[config.mk]
export PLATFORM = sky130hd
export DESIGN_NAME = transmitter
export DESIGN_NICKNAME = d
export VERILOG_FILES = /design/src/rtl/transmitter.sv
export SDC_FILE = /design/constraint.sdc
export NUM_CORES = 1
export LEC_CHECK = 0
export CORE_MARGIN = 2
export CORE_UTILIZATION = 35
export CTS_CLUSTER_SIZE = 10
export DETAILED_ROUTE_END_ITERATION = 6
export PLACE_DENSITY = 0.65
export SLEW_MARGIN = 15
export SYNTH_ARGS = -nofsm -noshare
export SYNTH_HDL_FRONTEND = slang
export SYNTH_SLANG_ARGS = --single-unit
[constraint.sdc]
create_clock -name clk_115200hz -period 4.3 [get_ports clk_115200hz]
set_clock_uncertainty 0.2 [all_clocks]
set_input_delay 0.86 -clock clk_115200hz [delete_from_list [all_inputs] [get_ports clk_115200hz]]
set_output_delay 0.86 -clock clk_115200hz [all_outputs]
set_load 0.1 [all_outputs]
[src/rtl/transmitter.sv]
// Serial byte transmitter: start bit, 8 data bits LSB first, optional even parity, 1-2 stop bits.
// A one-byte holding register lets the next frame follow the current one with no idle gap.
module transmitter #(
  parameter int PARITY_EN = 0,
  parameter int STOP_BITS = 1
) (
  input  logic       clk_115200hz,
  input  logic       reset,
  input  logic [7:0] data,
  input  logic       send,
  output logic       out,
  output logic       ready,
  output logic       busy,
  output logic       done
);

  typedef enum logic [2:0] {IDLE, START, DATA, PARITY, STOP} state_t;

  localparam logic STOP_LAST = (STOP_BITS == 2);

  state_t     state, state_next;
  logic [7:0] shift_reg, shift_next;
  logic [7:0] hold_reg, hold_next;
  logic       full, full_next;
  logic [2:0] bit_cnt, bit_cnt_next;
  logic       stop_cnt, stop_cnt_next;
  logic       out_next, done_next;
  logic       accept, last_stop;

  assign ready     = ~full;
  assign busy      = (state != IDLE) | full;
  assign accept    = send & ~full;
  assign last_stop = (state == STOP) && (stop_cnt == STOP_LAST);

  always_comb begin
    state_next    = state;
    shift_next    = shift_reg;
    hold_next     = hold_reg;
    full_next     = full;
    bit_cnt_next  = bit_cnt;
    stop_cnt_next = stop_cnt;
    out_next      = 1'b1;
    done_next     = 1'b0;

    case (state)
      IDLE: begin
        if (accept) begin
          shift_next = data;
          state_next = START;
          out_next   = 1'b0;
        end
      end
      START: begin
        state_next   = DATA;
        bit_cnt_next = 3'd0;
        out_next     = shift_reg[0];
      end
      DATA: begin
        bit_cnt_next = bit_cnt + 3'd1;
        if (bit_cnt == 3'd7) begin
          if (PARITY_EN != 0) begin
            state_next = PARITY;
            out_next   = ^shift_reg;
          end else begin
            state_next    = STOP;
            stop_cnt_next = 1'b0;
          end
        end else begin
          out_next = shift_reg[bit_cnt + 3'd1];
        end
      end
      PARITY: begin
        state_next    = STOP;
        stop_cnt_next = 1'b0;
      end
      STOP: begin
        if (!last_stop) begin
          stop_cnt_next = stop_cnt + 1'b1;
        end else begin
          // End of frame: the held byte wins, else a same-edge send chains directly.
          done_next     = 1'b1;
          stop_cnt_next = 1'b0;
          if (full) begin
            shift_next = hold_reg;
            full_next  = 1'b0;
            state_next = START;
            out_next   = 1'b0;
          end else if (send) begin
            shift_next = data;
            state_next = START;
            out_next   = 1'b0;
          end else begin
            state_next = IDLE;
          end
        end
      end
      default: begin
        state_next = IDLE;
      end
    endcase

    if (accept && (state != IDLE) && !last_stop) begin
      hold_next = data;
      full_next = 1'b1;
    end
  end

  always_ff @(posedge clk_115200hz or posedge reset) begin
    if (reset) begin
      state     <= IDLE;
      shift_reg <= 8'h00;
      hold_reg  <= 8'h00;
      full      <= 1'b0;
      bit_cnt   <= 3'd0;
      stop_cnt  <= 1'b0;
      out       <= 1'b1;
      done      <= 1'b0;
    end else begin
      state     <= state_next;
      shift_reg <= shift_next;
      hold_reg  <= hold_next;
      full      <= full_next;
      bit_cnt   <= bit_cnt_next;
      stop_cnt  <= stop_cnt_next;
      out       <= out_next;
      done      <= done_next;
    end
  end

endmodule

# == Word-level counts from Yosys, hierarchy flattened ==
# Index checks and enable logic that the tools add are counted.
# totals
register_bits,26
in_bits,11
out_inout_bits,4
elab_cells,67
# op_classes
addsub,2
magnitude_cmp,1
n_eq_ne,9
mux,28
n_bitwise,4
n_reduce_logical,15
# op_table
op,n
8-bit two-way mux,4
8-bit one-hot mux with 2 select lines,1
1-bit two-way mux,15
3-bit one-hot mux with 5 select lines,1
3-bit two-way mux,3
2-bit nonzero test,4
"3-bit by 2-bit equality test with 1-bit output, second input constant",2
"3-bit equality test, second input constant",2
"2-bit inequality test, second input constant",3
3-bit one-hot mux with 2 select lines,1
3-bit nonzero test,2
"3-bit by 4-bit < comparator with 1-bit output, second input constant",1
1-bit one-hot mux with 4 select lines,1
2-bit AND reduction,2
4-bit AND reduction,1
"3-bit by 1-bit adder with 3-bit output, second input constant",1
1-bit binary-select mux with 3-bit select,1
"3-bit by 1-bit equality test with 1-bit output, second input constant",1
1-bit logical AND,3
3-bit zero test,1
"3-bit inequality test, second input constant",1
1-bit one-hot mux with 3 select lines,1
3-bit AND reduction,1
1-bit inverter,2
other kinds (4),4

# == Logic depth before layout (Yosys ltp) ==
# Gate-level depths: netlist (run 1).
# logic_depth
depth_word,6
depth_mapped,7
depth_no_buf,6

# == Least setup slack after synthesis (run 1) ==
# No wires, ideal clock.
# synth_timing
kind,register to output
from,register full
to,output port busy
arrival_ps,2023
required_ps,3240
slack_ps,1217
stages_incl_launch_ff,3
path_buffers,0
cell_sequence,dfrtp_1 > inv_1 > nand3_1
# synth_via
elab_chain_len,1
# synth_rtl
item,line,source
from (decl),24,"logic full, full_next;"
from (signal assigned),122,full <= full_next;
1-bit bitwise OR,31,assign busy = (state != IDLE) | full;
to (decl),13,"output logic busy,"
# Every way passes these cells.

# == Worst setup path after layout (run 1) ==
# layout_timing
from,register state[2]
to,output port busy
# layout_via
elab_chain_len,2
# layout_rtl
item,line,source
from (decl),21,"state_t state, state_next;"
from (signal assigned),119,state <= state_next;
3-bit nonzero test,31,
1-bit bitwise OR,31,
# Every way passes these cells.

==> results of run 1 <==
==> cells in the final DEF (no fill, tap or decap) <==
cell type        Yosys  routed
a21oi_1              1       1
clkdlybuf4s50_1      0      14
or2_2                1       1
mux2_1               9       9
mux2i_1             11      11
mux4_2               1       1
bufinv_16            0       1
a21oi_2              8       8
nor2b_1              1       1
nand3_1              2       2
nor3b_1              1       1
clkbuf_8             0       3
a21oi_4              1       1
o21ai_0              5       5
and3_4               2       2
dfstp_2              1       1
dfrtp_1             25      25
inv_1                3       3
nand2_1              8       8
nand2b_1             1       1
o221ai_1             1       1
a22oi_1              3       3
ha_1                 2       2
o31ai_1              1       1
nor2_1              12      12
o311a_1              1       1
o2bb2ai_1            1       1
nor3_1               2       2
nor2_4               2       2
==> logic make-up after synthesis <==
group	count (synthesis)
AOI/OAI and AO/OA	22
muxes	21
and+or+nand+nor	32
adders and majority gates	2
buffers and inverters	8
DFF	26
==> path summary, 6_finish.rpt <==
check,startpoint,to,depth (start not counted)
worst max-delay path,state[2],busy,3
worst min-delay path,hold_reg[7],hold_reg[7],1
worst max register to register,bit_cnt[0],out,6
worst min register to register,hold_reg[7],hold_reg[7],1
max in group asynchronous,reset,hold_reg[1],2
min in group asynchronous,reset,hold_reg[2],2
==> layer usage <==
layer	up-vias	GRT usage	wire, µm
met5	-	0	0
met4	0	0.04167	0
met3	0	0.03596	76
met2	14	0.1964	1103
met1	402	0.1416	1021
li1	418	-	-
==> stage by stage <==
step	hold slack [ps]	power, mW	worst slack, ps	utilization
after detailed placement	274.8	0.9907	1297	0.3995
after floorplan	256.7	0.8998	1217	-
after global routing	310.0	1.265	878.8	0.4190
after global placement	266.5	0.9697	1340	0.3995
final	289.9	1.180	986.2	0.4190
after CTS	296.6	1.197	985.9	0.4190
==> power breakdown <==
part | leakage (nW) | switching (mW) | internal (mW)
sequential | 0.310 | 0.0831 | 0.358
combinational | 0.268 | 0.318 | 0.218
clock | 0.0357 | 0.0788 | 0.125
==> layout make-up <==
class                   instances  area (µm²)
inverters                       3       11.26
fillers                       354        2127
repair buffers                 14       140.1
clock inverters                 1       30.03
flip-flops and latches         26       651.9
clock buffers                   3       41.29
multi-input cells              77       599.3
well taps                      48       60.06
==> results.md, run 1 <==
- Status: finished clean
- Register area share after synthesis: 0.4920
- Synth Area in Simple Gates: 0.1256
- Top post-synthesis cells by count: 25 x dfrtp_1, 12 x nor2_1, 11 x mux2i_1, 9 x mux2_1
- Largest family of logic cells by synthesized area: multiplexers
- Remaining Overflow, GRT: 0
- DRC Markers: 0
- Synth cell types: 30
- GRT Overall Usage: 0.1171
- Design Area, Final: between 1500 and 2000 µm²
- Vias: around 830
- Initial antenna violation count: 0
- Critical Path, Cell by Cell: nor2_1 -> nand3_1 -> clkdlybuf4s50_1
- Leak Pwr: about 0.61 nW
- Initial core utilization: 0.3619
- CTS Hold Bufs: 0
- Pre-antenna DRT Iters: 4
- Max Fanout on Critical Path: 14
- Number of antenna cells inserted: 0
- Max clock buf depth: 2
- Synth Area in Adders: 0.01889
- Cell at the slowest stage of the critical path: clkdlybuf4s50_1
- Synthesis Warnings: 0
- Crit path buf inv count: 1
- CP max stage delay: ~1100 ps
- Reg clk slew, reported paths: ~90 ps
- Leading area contributor after synthesis: dfrtp_1
- Max transition margin: 0.3575
- Clk sink count: 26
- Rows: 22
- Fin. Hold Viols: 0
- Inserted Clock Buffers: 3
- Asr flop ratio synth: 1.000
- Hold Path Class: register to register
- Fmax: around 300 MHz
- Clock H-tree levels: 1
- Element type at the critical path start: register
- CTS tree: built
- Final ANT Viol Nets: 0
- Most numerous cell in the Yosys netlist: dfrtp_1
- Initial DRC count: 57
- CP Class: register to output pin
- Synth Cell Area: about 1300 µm²
- Worst Tran Pin Value: 960.8 ps
- Synth top area share: 0.4721
- Post-CTS setup buffer count: 0
- Worst-Skew Late Latency: 270 ps
- Cell count after synthesis: between 100 and 150
- Routed wire length: roughly 2200 µm
- Syn avg cell area: approximately 12 µm²
- Die W: between 60 and 70 µm
- Crit path required time: roughly 3200 ps
- #FFs+latches synth: 26
- Main synth FF type: dfrtp_1
- Post-layout net count: around 140
- Syn nets: around 120
- Root buffer cell: clkbuf_8
- Synth Area in Compound Gates: 0.1313
- Pwr Density: ~770 nW/µm²
- Worst path top cell family by delay: buffers and inverters
- Placed cell count: around 170
- Crit share post-route: 0.7706
- Maximum number of pins on one net before global-route repair: 27
- Crit path capture type: output pin
- Mux cell area share after synthesis: 0.1766
- IO Count: 15
- Post-CTS sizing: 0
- Xor/xnor share of the synthesized area: 0
- Drt wl/cell: ~13 µm
- Vias in the first global route: 856
- Tmin final: about 3300 ps
- DIE HEIGHT: between 60 and 70 µm
- Total die area: 4294 µm²
- Top cells by area, synth: dfrtp_1 47%, mux2i_1 8.3%, mux2_1 7.6%, a21oi_2 5.3%, nor2_1 3.4%
- Worst Path Arrival: 2250 ps
- EDFF count, synth: 0
- Max Cap Violations: 0
- Total core area: between 3000 and 4000 µm²
- Final GP Congestion: a little under 0.9
- Dpl cell area: between 1000 and 1500 µm²
- Final count of negative-setup-slack endpoints: 0
- Vias per std cell: about 4.8
- First-pass GRT wire length: between 3000 and 4000 µm
- Setup TNS: 0 ps
- I/O Buffers: 14
- Area growth, synth to finish: 15.77%
- Final Max Tran Viols: 0
- Final cell count without fillers: ~170
- Layout cells sized above 1: 0.1613
- Maximum vdd drop: 320.0 µV
- RSZ-0062 raised after global routing: no
- FF-to-FF setup slack: 2010 ps
- Post-DP HPWL: between 1500 and 2000 µm
Note: power is estimated with default switching activity, not from simulation.
==> run 2, diff against run 1 <==
PLACE_DENSITY = 0.67   (was 0.65)
clock period = 2.8 ns   (was 4.3 ns; I/O delays follow)
==> run 2 against run 1 <==
  * Via count increased by 2.8%
  * Register-to-register slack worse by 1400 ps
  * Final cell count increased by 0.58%
  * Worst hold slack better by 4.2 ps
  * Clock power is 6% higher
  * Sequential power is 54% higher
  * First-iteration DRC count grew 11%
  * Total power increased by 45%
==> results.md, run 2 (same netlist as run 1, synthesis figures left out) <==
- Drt wl/cell: around 13 µm
- Layout cells sized above 1: 0.1920
- Routed wire length: approximately 2300 µm
- Post-layout net count: 139
- Initial DRC count: between 60 and 70
- Final ANT Viol Nets: 0
- Vias: 857
- Initial core utilization: 0.3619
- Rows: 22
- Area growth, synth to finish: 13.60%
- Leak Pwr: between 0.6 and 0.7 nW
- Worst Path Arrival: ~2200 ps
- Max Cap Violations: 0
- Root buffer cell: clkbuf_8
- Total die area: roughly 4300 µm²
- IO Count: 15
- Final GP Congestion: slightly below 0.8
- CTS tree: built
- Final count of negative-setup-slack endpoints: 0
- Hold Slack: 294.1 ps
- FF-to-FF setup slack: about 560 ps
- DRC Markers: 0
- Number of antenna cells inserted: 0
- Crit path required time: 2800 ps
- Maximum vdd drop: around 550 µV
- Met1 Use GR: 0.1398
- Dpl cell area: between 1000 and 1500 µm²
- Inserted Clock Buffers: 3
- Die W: ~66 µm
- Clk sink count: 26
- First-pass GRT wire length: slightly above 4000 µm
- Post-CTS setup buffer count: 0
- Hold Path Class: register to register
- GRT Overall Usage: 0.1194
- Design Area, Final: around 1500 µm²
- Met2 Resource Use GR: 0.2207
- Pre-antenna DRT Iters: 4
- Clock H-tree levels: 1
- Final Max Tran Viols: 0
- GR peak layer: met2
- Post-CTS sizing: 0
- Fin. Hold Viols: 0
- Crit path capture type: register
- Max clock buf depth: 2
- I/O Buffers: 14
- Tmin final: around 2200 ps
- Remaining Overflow, GRT: 0
- Tot Pwr: 1.709 mW
- Pwr Density: 1135 nW/µm²
- CTS Hold Bufs: 0
- Setup TNS: 0 ps
- Worst-Skew Late Latency: ~270 ps
- Element type at the critical path start: register
- Commonest cells after routing, fill and taps aside: 25 x dfrtp_1, 12 x nor2_1, 11 x mux2i_1
- Worst Tran Pin Value: 414.9 ps
- Post-DP HPWL: about 1700 µm
- Max transition margin: 0.7234
- Initial antenna violation count: 0
- RSZ-0062 raised after global routing: no
- Fill count: approximately 370
- GR Util met3: 0.03596
- Max Fanout on Critical Path: 7
- Status: finished clean
- Vias in the first global route: ~910
- CP Class: register to register
- Vias per std cell: slightly below 5
- Total core area: ~3700 µm²
- Fmax: 447.4 MHz
- DIE HEIGHT: 65.53 µm
- Reg clk slew, reported paths: about 90 ps
- Maximum number of pins on one net before global-route repair: 27
- Crit share post-route: 0.7983
- Most common cell after layout, fill and taps aside: dfrtp_1
run 2: cell types whose count changed in the layout (fill, tap and decap cells not counted):
cell,before,now
clkbuf_1,0,1
clkdlybuf4s50_1,14,10
buf_4,0,5
bufinv_16,1,0
run 2: through the flow:
| stage | worst slack (ps) | cells | util |
|---|---|---|---|
| after floorplan | 16.73 | 111 | - |
| after global placement | 585.3 | 169 | 0.3988 |
| after detailed placement | 543.7 | 169 | 0.3988 |
| after CTS | 531.9 | 173 | 0.4111 |
| after global routing | 467.4 | 173 | 0.4111 |
| final | 564.7 | 173 | 0.4111 |
run 2: final cells by class:
type,instances,area [µm²],area share
sequential,26,651.9,0.4331
inverter,3,11.26,0.007481
multi-input combinational,77,599.3,0.3982
timing repair buffer,15,137.6,0.09144
tap,48,60.06,0.03990
clock buffer,4,45.04,0.02993
run 2: power by group:
part | switching, mW | internal, mW
clock | 0.113 | 0.102
sequential | 0.131 | 0.549
combinational | 0.487 | 0.327
run 2: worst paths after layout:
kind | start | endpoint | cells after the start
worst max-delay path | bit_cnt[0] | out | 6
worst min-delay path | hold_reg[4] | hold_reg[4] | 1
worst max register to register | bit_cnt[0] | out | 6
worst min register to register | hold_reg[4] | hold_reg[4] | 1
max in group asynchronous | reset | out | 3
min in group asynchronous | reset | hold_reg[2] | 3
run 2: critical path, stage by stage, from the launching register on:
cell and delay [ps]:
dfrtp_1 450, ha_1 230, ha_1 410, mux4_2 530, nor2b_1 150, o2bb2ai_1 140, nand2_1 70
run 2: metal layers:
layer / vias up / wire length [µm]
met3: 2 / 112
met5: - / 0
li1: 421 / -
met2: 23 / 1156
met1: 411 / 1015
met4: 0 / 8
